**src/rtl/dt_pkg.sv**
```systemverilog
// Shared types and table-entry layout for the decision-tree walker.
// Field offsets are derived from the design parameters.
package dt_pkg;

    typedef enum logic [1:0] {
        S_IDLE,
        S_FETCH,
        S_EVAL,
        S_DONE
    } dt_state_t;

    localparam logic [1:0] CMP_LE = 2'd1;
    localparam logic [1:0] CMP_GT = 2'd2;

    function automatic int fidx_w(input int nf);
        return (nf > 1) ? $clog2(nf) : 1;
    endfunction

    function automatic int entry_w(input int fw, input int nf,
                                   input int aw, input int cw);
        return 1 + fidx_w(nf) + fw + 2 * aw + cw;
    endfunction

    function automatic int cls_lsb();
        return 0;
    endfunction

    function automatic int right_lsb(input int cw);
        return cw;
    endfunction

    function automatic int left_lsb(input int aw, input int cw);
        return cw + aw;
    endfunction

    function automatic int thr_lsb(input int aw, input int cw);
        return cw + 2 * aw;
    endfunction

    function automatic int fidx_lsb(input int fw, input int aw,
                                    input int cw);
        return thr_lsb(aw, cw) + fw;
    endfunction

    function automatic int leaf_bit(input int fw, input int nf,
                                    input int aw, input int cw);
        return fidx_lsb(fw, aw, cw) + fidx_w(nf);
    endfunction

endpackage

```
**src/rtl/dt_node.sv**
```systemverilog
// Registered threshold comparator for one tree node.
// result: 1 = feature <= train, 2 = feature > train.
module node #(
    parameter int FEATURE_WIDE = 7
) (
    input  logic                    clk,
    input  logic                    rst_n,
    input  logic [FEATURE_WIDE-1:0] feature,
    input  logic [FEATURE_WIDE-1:0] train,
    output logic [1:0]              result
);
    import dt_pkg::*;

    // Register the unsigned compare; ties go left.
    always_ff @(posedge clk or negedge rst_n) begin
        if (!rst_n) begin
            result <= 2'd0;
        end else begin
            result <= (feature <= train) ? CMP_LE : CMP_GT;
        end
    end

endmodule

```
**src/rtl/dt_tree_walker.sv**
```systemverilog
// Decision-tree inference controller walking a programmable node table.
// Define DT_DEPTH_GUARD_EN to abort walks that visit too many nodes.
module dt_tree_walker
    import dt_pkg::*;
#(
    parameter int FEATURE_WIDE = 7,
    parameter int N_FEATURES   = 4,
    parameter int N_NODES      = 15,
    parameter int NODE_AW      = 4,
    parameter int CLASS_W      = 2,
    parameter int FIDX_W       = fidx_w(N_FEATURES),
    parameter int ENTRY_W      = entry_w(FEATURE_WIDE, N_FEATURES,
                                         NODE_AW, CLASS_W)
) (
    input  logic                               clk,
    input  logic                               rst_n,
    input  logic                               in_valid,
    output logic                               in_ready,
    input  logic [N_FEATURES*FEATURE_WIDE-1:0] features,
    output logic                               out_valid,
    input  logic                               out_ready,
    output logic [CLASS_W-1:0]                 out_class,
    output logic                               out_err,
    input  logic                               cfg_we,
    input  logic [NODE_AW-1:0]                 cfg_addr,
    input  logic [ENTRY_W-1:0]                 cfg_wdata
);
    localparam int CLS_L  = cls_lsb();
    localparam int RGT_L  = right_lsb(CLASS_W);
    localparam int LFT_L  = left_lsb(NODE_AW, CLASS_W);
    localparam int THR_L  = thr_lsb(NODE_AW, CLASS_W);
    localparam int FIDX_L = fidx_lsb(FEATURE_WIDE, NODE_AW, CLASS_W);
    localparam int LEAF_B = leaf_bit(FEATURE_WIDE, N_FEATURES,
                                     NODE_AW, CLASS_W);

    localparam logic [ENTRY_W-1:0] LEAF0 = {1'b1, {(ENTRY_W-1){1'b0}}};

    dt_state_t state_q, state_d;

    logic [ENTRY_W-1:0]                 table_q [N_NODES];
    logic [NODE_AW-1:0]                 ptr_q;
    logic [N_FEATURES*FEATURE_WIDE-1:0] feat_q;
    logic [CLASS_W-1:0]                 class_q;
    logic                               err_q;

    logic [ENTRY_W-1:0]      entry;
    logic                    e_leaf;
    logic [FIDX_W-1:0]       e_fidx;
    logic [FEATURE_WIDE-1:0] e_thr;
    logic [NODE_AW-1:0]      e_left;
    logic [NODE_AW-1:0]      e_right;
    logic [CLASS_W-1:0]      e_class;

    logic [FEATURE_WIDE-1:0] cmp_feat;
    logic [1:0]              cmp_res;
    logic [NODE_AW-1:0]      child;
    logic                    res_ok;
    logic                    child_ok;
    logic                    guard_hit;

    logic ld_sample, ld_leaf, ld_err, ld_child;

    assign entry   = table_q[ptr_q];
    assign e_leaf  = entry[LEAF_B];
    assign e_fidx  = entry[FIDX_L +: FIDX_W];
    assign e_thr   = entry[THR_L +: FEATURE_WIDE];
    assign e_left  = entry[LFT_L +: NODE_AW];
    assign e_right = entry[RGT_L +: NODE_AW];
    assign e_class = entry[CLS_L +: CLASS_W];

    assign in_ready  = (state_q == S_IDLE);
    assign out_valid = (state_q == S_DONE);
    assign out_class = class_q;
    assign out_err   = err_q;

    // Select the feature named by the current node; out-of-range picks 0.
    always_comb begin
        cmp_feat = feat_q[0 +: FEATURE_WIDE];
        for (int i = 1; i < N_FEATURES; i++) begin
            if (int'(e_fidx) == i) begin
                cmp_feat = feat_q[i*FEATURE_WIDE +: FEATURE_WIDE];
            end
        end
    end

    node #(
        .FEATURE_WIDE(FEATURE_WIDE)
    ) u_node (
        .clk    (clk),
        .rst_n  (rst_n),
        .feature(cmp_feat),
        .train  (e_thr),
        .result (cmp_res)
    );

    assign res_ok   = (cmp_res == CMP_LE) || (cmp_res == CMP_GT);
    assign child    = (cmp_res == CMP_LE) ? e_left : e_right;
    assign child_ok = (int'(child) < N_NODES);

`ifdef DT_DEPTH_GUARD_EN
    logic [NODE_AW:0] step_q;

    assign guard_hit = (int'(step_q) == N_NODES - 1);

    // Count node fetches so a cyclic table cannot walk forever.
    always_ff @(posedge clk or negedge rst_n) begin
        if (!rst_n) begin
            step_q <= '0;
        end else if (ld_sample) begin
            step_q <= '0;
        end else if (state_q == S_FETCH) begin
            step_q <= step_q + 1'b1;
        end
    end
`else
    assign guard_hit = 1'b0;
`endif

    // Walk control: next state and datapath load strobes.
    always_comb begin
        state_d   = state_q;
        ld_sample = 1'b0;
        ld_leaf   = 1'b0;
        ld_err    = 1'b0;
        ld_child  = 1'b0;
        unique case (state_q)
            S_IDLE: begin
                if (in_valid) begin
                    ld_sample = 1'b1;
                    state_d   = S_FETCH;
                end
            end
            S_FETCH: begin
                if (e_leaf) begin
                    ld_leaf = 1'b1;
                    state_d = S_DONE;
                end else if (guard_hit) begin
                    ld_err  = 1'b1;
                    state_d = S_DONE;
                end else begin
                    state_d = S_EVAL;
                end
            end
            S_EVAL: begin
                if (!res_ok || !child_ok) begin
                    ld_err  = 1'b1;
                    state_d = S_DONE;
                end else begin
                    ld_child = 1'b1;
                    state_d  = S_FETCH;
                end
            end
            S_DONE: begin
                if (out_ready) begin
                    state_d = S_IDLE;
                end
            end
            default: state_d = S_IDLE;
        endcase
    end

    // State register.
    always_ff @(posedge clk or negedge rst_n) begin
        if (!rst_n) begin
            state_q <= S_IDLE;
        end else begin
            state_q <= state_d;
        end
    end

    // Sample latch, node pointer and result registers.
    always_ff @(posedge clk or negedge rst_n) begin
        if (!rst_n) begin
            ptr_q   <= '0;
            feat_q  <= '0;
            class_q <= '0;
            err_q   <= 1'b0;
        end else begin
            if (ld_sample) begin
                ptr_q  <= '0;
                feat_q <= features;
            end else if (ld_child) begin
                ptr_q <= child;
            end
            if (ld_leaf) begin
                class_q <= e_class;
                err_q   <= 1'b0;
            end else if (ld_err) begin
                class_q <= '0;
                err_q   <= 1'b1;
            end
        end
    end

    // Node table: writable only while idle, resets to all leaf class 0.
    always_ff @(posedge clk or negedge rst_n) begin
        if (!rst_n) begin
            for (int i = 0; i < N_NODES; i++) begin
                table_q[i] <= LEAF0;
            end
        end else if (cfg_we && state_q == S_IDLE &&
                     int'(cfg_addr) < N_NODES) begin
            table_q[cfg_addr] <= cfg_wdata;
        end
    end

endmodule

```
**config.mk**
```make
export PLATFORM = sky130hd
export DESIGN_NAME = dt_tree_walker
export DESIGN_NICKNAME = d
export VERILOG_FILES = /design/src/rtl/dt_pkg.sv /design/src/rtl/dt_node.sv /design/src/rtl/dt_tree_walker.sv
export SDC_FILE = /design/constraint.sdc
export NUM_CORES = 1
export LEC_CHECK = 0
export CORE_ASPECT_RATIO = 0.6
export CORE_MARGIN = 2
export CORE_UTILIZATION = 50
export CTS_CLUSTER_SIZE = 16
export DETAILED_ROUTE_END_ITERATION = 7
export GPL_TIMING_DRIVEN = 0
export PLACE_DENSITY = 0.66
export RECOVER_POWER = 100
export SYNTH_ARGS = -nofsm -noshare
export SYNTH_HDL_FRONTEND = slang
export SYNTH_SLANG_ARGS = --single-unit
export TNS_END_PERCENT = 50
```
**constraint.sdc**
```tcl
create_clock -name clk -period 7.5 [get_ports clk]
set_clock_uncertainty 0.15 [all_clocks]
set_input_delay 1.875 -clock clk [delete_from_list [all_inputs] [get_ports clk]]
set_output_delay 1.875 -clock clk [all_outputs]
set_load 0.05 [all_outputs]
```
==> flow_metrics.env <==
export IMPL_critical_path_class="reg -> reg"
export IMPL_async_flop_share_pct=100
export IMPL_cpMostUsedCell="clkbuf_1"
export IMPL_max_slew_margin_pct=-49.0
export IMPL_die_y_um=141
export IMPL_synthMuxAreaShare_pct=34.6
export IMPL_synth_edf_count=0
export IMPL_wl_per_cell_um=24.9
export IMPL_timing_final_crit_period_ns=5.30
export IMPL_ant_nets=0
export IMPL_dr_total_vias=9528
export IMPL_power_switching_mw=2.28
export IMPL_min_to="feat_q[18]$_DFFE_PN0P_"
export IMPL_fin_cells=1619
export IMPL_powerDensity_nw_per_um2=394
export IMPL_cp_end_kind="register"
export IMPL_ys_flop_type="dfrtp_1"
export IMPL_clock_sinks=339
export IMPL_pwr_share_seq_pct=40.0
export IMPL_combPwrFrac_pct=35.6
export IMPL_setup_slack_ns=2.20
export IMPL_slowest_delay_ns=0.89
export IMPL_p_leak_nw=8.36
export IMPL_crit_slowest_cell="clkbuf_1"
export IMPL_cp_data_arrival_time_ns=5.52
export IMPL_holdPathStages=2
export IMPL_synth_avg_cell_area_um2=14.6
export IMPL_syn_nets=1146
export IMPL_drt_iter0_markers=741
export IMPL_fin_crit_sh_pct=70.7
export IMPL_portBuffers=59
export IMPL_holdCritStartpoint="feat_q[18]$_DFFE_PN0P_"
export IMPL_initial_utilization_pct=50.6
export IMPL_worstPathCellList="clkbuf_1, clkbuf_1, clkbuf_1, mux4_2, mux4_2, ha_1, a21o_1, a21o_1, a221oi_1, a41oi_1"
export IMPL_clkSlewWorstSetupHoldPaths_ns=0.06
export IMPL_drive_gt1_share_pct=38.1
export IMPL_synth_distinct_cells=53
export IMPL_route_detailed_drc=0
export IMPL_gr_total_overflow=0
export IMPL_slew_viol_final=40
export IMPL_worstMarginPinSlew_ns=2.23
export IMPL_grt_antenna_before_repair=2
export IMPL_synthCells=1081
export IMPL_synth_seq_area_share_pct=54.0
export IMPL_synth_adder_area_share_pct=0.636
export IMPL_gp_congestion=0.828
export IMPL_clock_latency_ns=0.53
export IMPL_reg2regPathDepth=10
export IMPL_top_level_ports=62
export IMPL_grt_usage_pct=25.5
export IMPL_wirelength_um=40300
export IMPL_rrSetupSlack_ns=2.20
export IMPL_r2r_start="ptr_q[2]$_DFFE_PN0P_"
export IMPL_die_w_um=233
export IMPL_clockRootBuffer="clkbuf_16"
export IMPL_start_kind="register"
export IMPL_numCtsBuffers=34
export IMPL_std_cell_rows=50
export IMPL_yosys_area_share_simple_pct=4.44
export IMPL_nets=1244
export IMPL_cts_tree="yes"
export IMPL_vias_per_cell=5.89
export IMPL_ir_drop_mv=0.189
export IMPL_grt_pass1_wl_um=61600
export IMPL_die_area_um2=33000
export IMPL_r2r_end="u_node.result[1]$_DFF_PN0_"
export IMPL_p_clk_share_pct=24.4
export IMPL_violations="max-capacitance violations, max-slew violations"
export IMPL_cts_setup_buffers=0
export IMPL_dp_hpwl_um=26800
export IMPL_cts_resized=0
export IMPL_cp_max_fo=10
export IMPL_required_ns=7.73
export IMPL_grt_max_degree=121
export IMPL_netSwitchingFraction_pct=32.0
export IMPL_htreeDepth=2
export IMPL_drv_cap=1
export IMPL_synth_xor_xnor_area_share_pct=0
export IMPL_internal_power_mw=4.83
export IMPL_synth_compound_area_share_pct=3.21
export IMPL_synthesis_area_um2=15700
export IMPL_setup_viol=0
export IMPL_dpl_cell_count=1559
export IMPL_synth_top_family_by_area="multiplexers"
export IMPL_dpl_worst_slack_ns=2.65
export IMPL_cts_max_path_buffers=3
export IMPL_ys_warn_count=0
export IMPL_syn_to_final_growth_pct=14.6
export IMPL_min_path_type="reg -> reg"
export IMPL_hold_viol=0
export IMPL_core_area_um2=31100
export IMPL_synth_ff_latch_count=339
export IMPL_cts_hold_buf=0
export IMPL_grt_pass1_vias=9949
export IMPL_status="finished with violations"
export IMPL_rsz0062_at_grt="false"
export IMPL_fillers=2489
export IMPL_fmax_mhz=189
export IMPL_dr_pass1_iters=5
==> cell usage in the layout (no fill, tap or decap), types with 12 or more instances in the layout <==
master,Yosys,final
mux2i_1,29,29
clkdlybuf4s50_1,0,51
clkbuf_16,0,35
nand2_1,105,105
mux2_2,303,303
dfstp_2,15,15
inv_1,13,13
dfrtp_1,324,324
nor2_1,12,12
mux4_2,64,64
o21ai_0,14,14
clkbuf_1,63,81
==> cells in the mapped netlist, types with 5 or more instances <==
library cell  count  area share (%)
nor2_1           12            0.29
clkbuf_1         63             1.5
buf_2            12            0.38
mux2i_1          29             1.8
dfrtp_1         324              51
mux2_2          303              22
and2_1            7            0.28
o21ai_0          14            0.45
buf_6             5            0.36
buf_1             6            0.14
dfstp_2          15             2.5
nand2_1         105             2.5
mux4_1           11             1.8
o2bb2ai_1         6            0.33
a221o_1           6            0.38
nor2b_1           5            0.20
ha_1              8            0.64
nand2b_1          7            0.28
inv_1            13            0.31
mux4_2           64             9.2
==> flip-flops by register name, indices dropped and copies added, names as in the netlist <==
signal         flops
feat_q            28
u_node.result      2
out_class          2
table_q          300
out_err            1
state_q            2
ptr_q              4
==> metrics by stage <==
| stage | power [mW] | hold WS [ns] | util [%] | TNS (ns) | area [µm²] |
|---|---|---|---|---|---|
| final | 7.11 | 0.323 | 58.0 | 0 | 18000 |
| after global placement | 5.33 | 0.303 | 54.2 | -3484.78 | 16900 |
| after CTS | 7.15 | 0.329 | 58.1 | 0 | 18100 |
| after detailed placement | 5.41 | 0.315 | 54.5 | 0 | 16900 |
| after global routing | 7.50 | 0.347 | 58.0 | 0 | 18000 |
| after floorplan | 4.64 | 0.290 | - | 0 | 15700 |
==> layout make-up <==
type / instances / area [µm²] / area share [%]
Sequential cell: 339 / 8500 / 47.1
Clock buffer: 51 / 1020 / 5.63
Buffer: 90 / 427 / 2.37
Antenna cell: 2 / 5.00 / 0.0277
Tap cell: 416 / 520 / 2.89
Timing Repair Buffer: 62 / 667 / 3.70
Clock inverter: 7 / 95.1 / 0.527
Inverter: 14 / 52.6 / 0.291
Multi-Input combinational cell: 638 / 6750 / 37.4
==> worst max-delay path: cells and delay by family (launching register included) <==
family / cells / cell delay [ns]
buffers and inverters: 3 / 2.19
muxes: 2 / 1.15
AOI/OAI and AO/OA: 4 / 0.73
DFF: 1 / 0.59
adders and majority gates: 1 / 0.32
==> power by group through the flow <==
stage | sequential, mW | combinational (mW) | clock, mW
after global routing | 2.92 | 2.74 | 1.84
final | 2.84 | 2.53 | 1.73
after detailed placement | 2.86 | 2.55 | 0
after global placement | 2.85 | 2.48 | 0
after floorplan | 2.76 | 1.88 | 0
after CTS | 2.83 | 2.55 | 1.76
==> routing by layer <==
layer / vias to the layer above / track usage [%] / routed length, µm
met5: - / 0 / 0
met2: 344 / 34.2 / 16000
li1: 4137 / - / -
met3: 61 / 7.54 / 3700
met1: 4986 / 40.2 / 19800
met4: 0 / 6.37 / 757
==> cell families (layout without fill, tap and decap cells) <==
kind of cell | after synthesis | in the layout
AND/OR/NAND/NOR | 154 | 154
other | 0 | 2
flip-flops | 339 | 339
multiplexers | 409 | 409
buffers and inverters | 104 | 224
AO/OA/AOI/OAI | 67 | 67
adder cells (fa/ha/maj) | 8 | 8
==> worst max path at each step <==
stage	end	start	depth (start not counted)	slack [ns]
finish	u_node.result[1]$_DFF_PN0_	ptr_q[2]$_DFFE_PN0P_	10	2.20
global route	u_node.result[1]$_DFF_PN0_	ptr_q[2]$_DFFE_PN0P_	11	1.99
CTS	u_node.result[1]$_DFF_PN0_	ptr_q[1]$_DFFE_PN0P_	16	2.65
detailed placement	u_node.result[1]$_DFF_PN0_	ptr_q[1]$_DFFE_PN0P_	16	2.65
global placement	table_q[15]$_DFFE_PN0P_	rst_n	1	-10.54
floorplan	u_node.result[1]$_DFF_PN0_	ptr_q[1]$_DFFE_PN0P_	15	3.91
No activity file was read; power rests on OpenSTA's default activity.
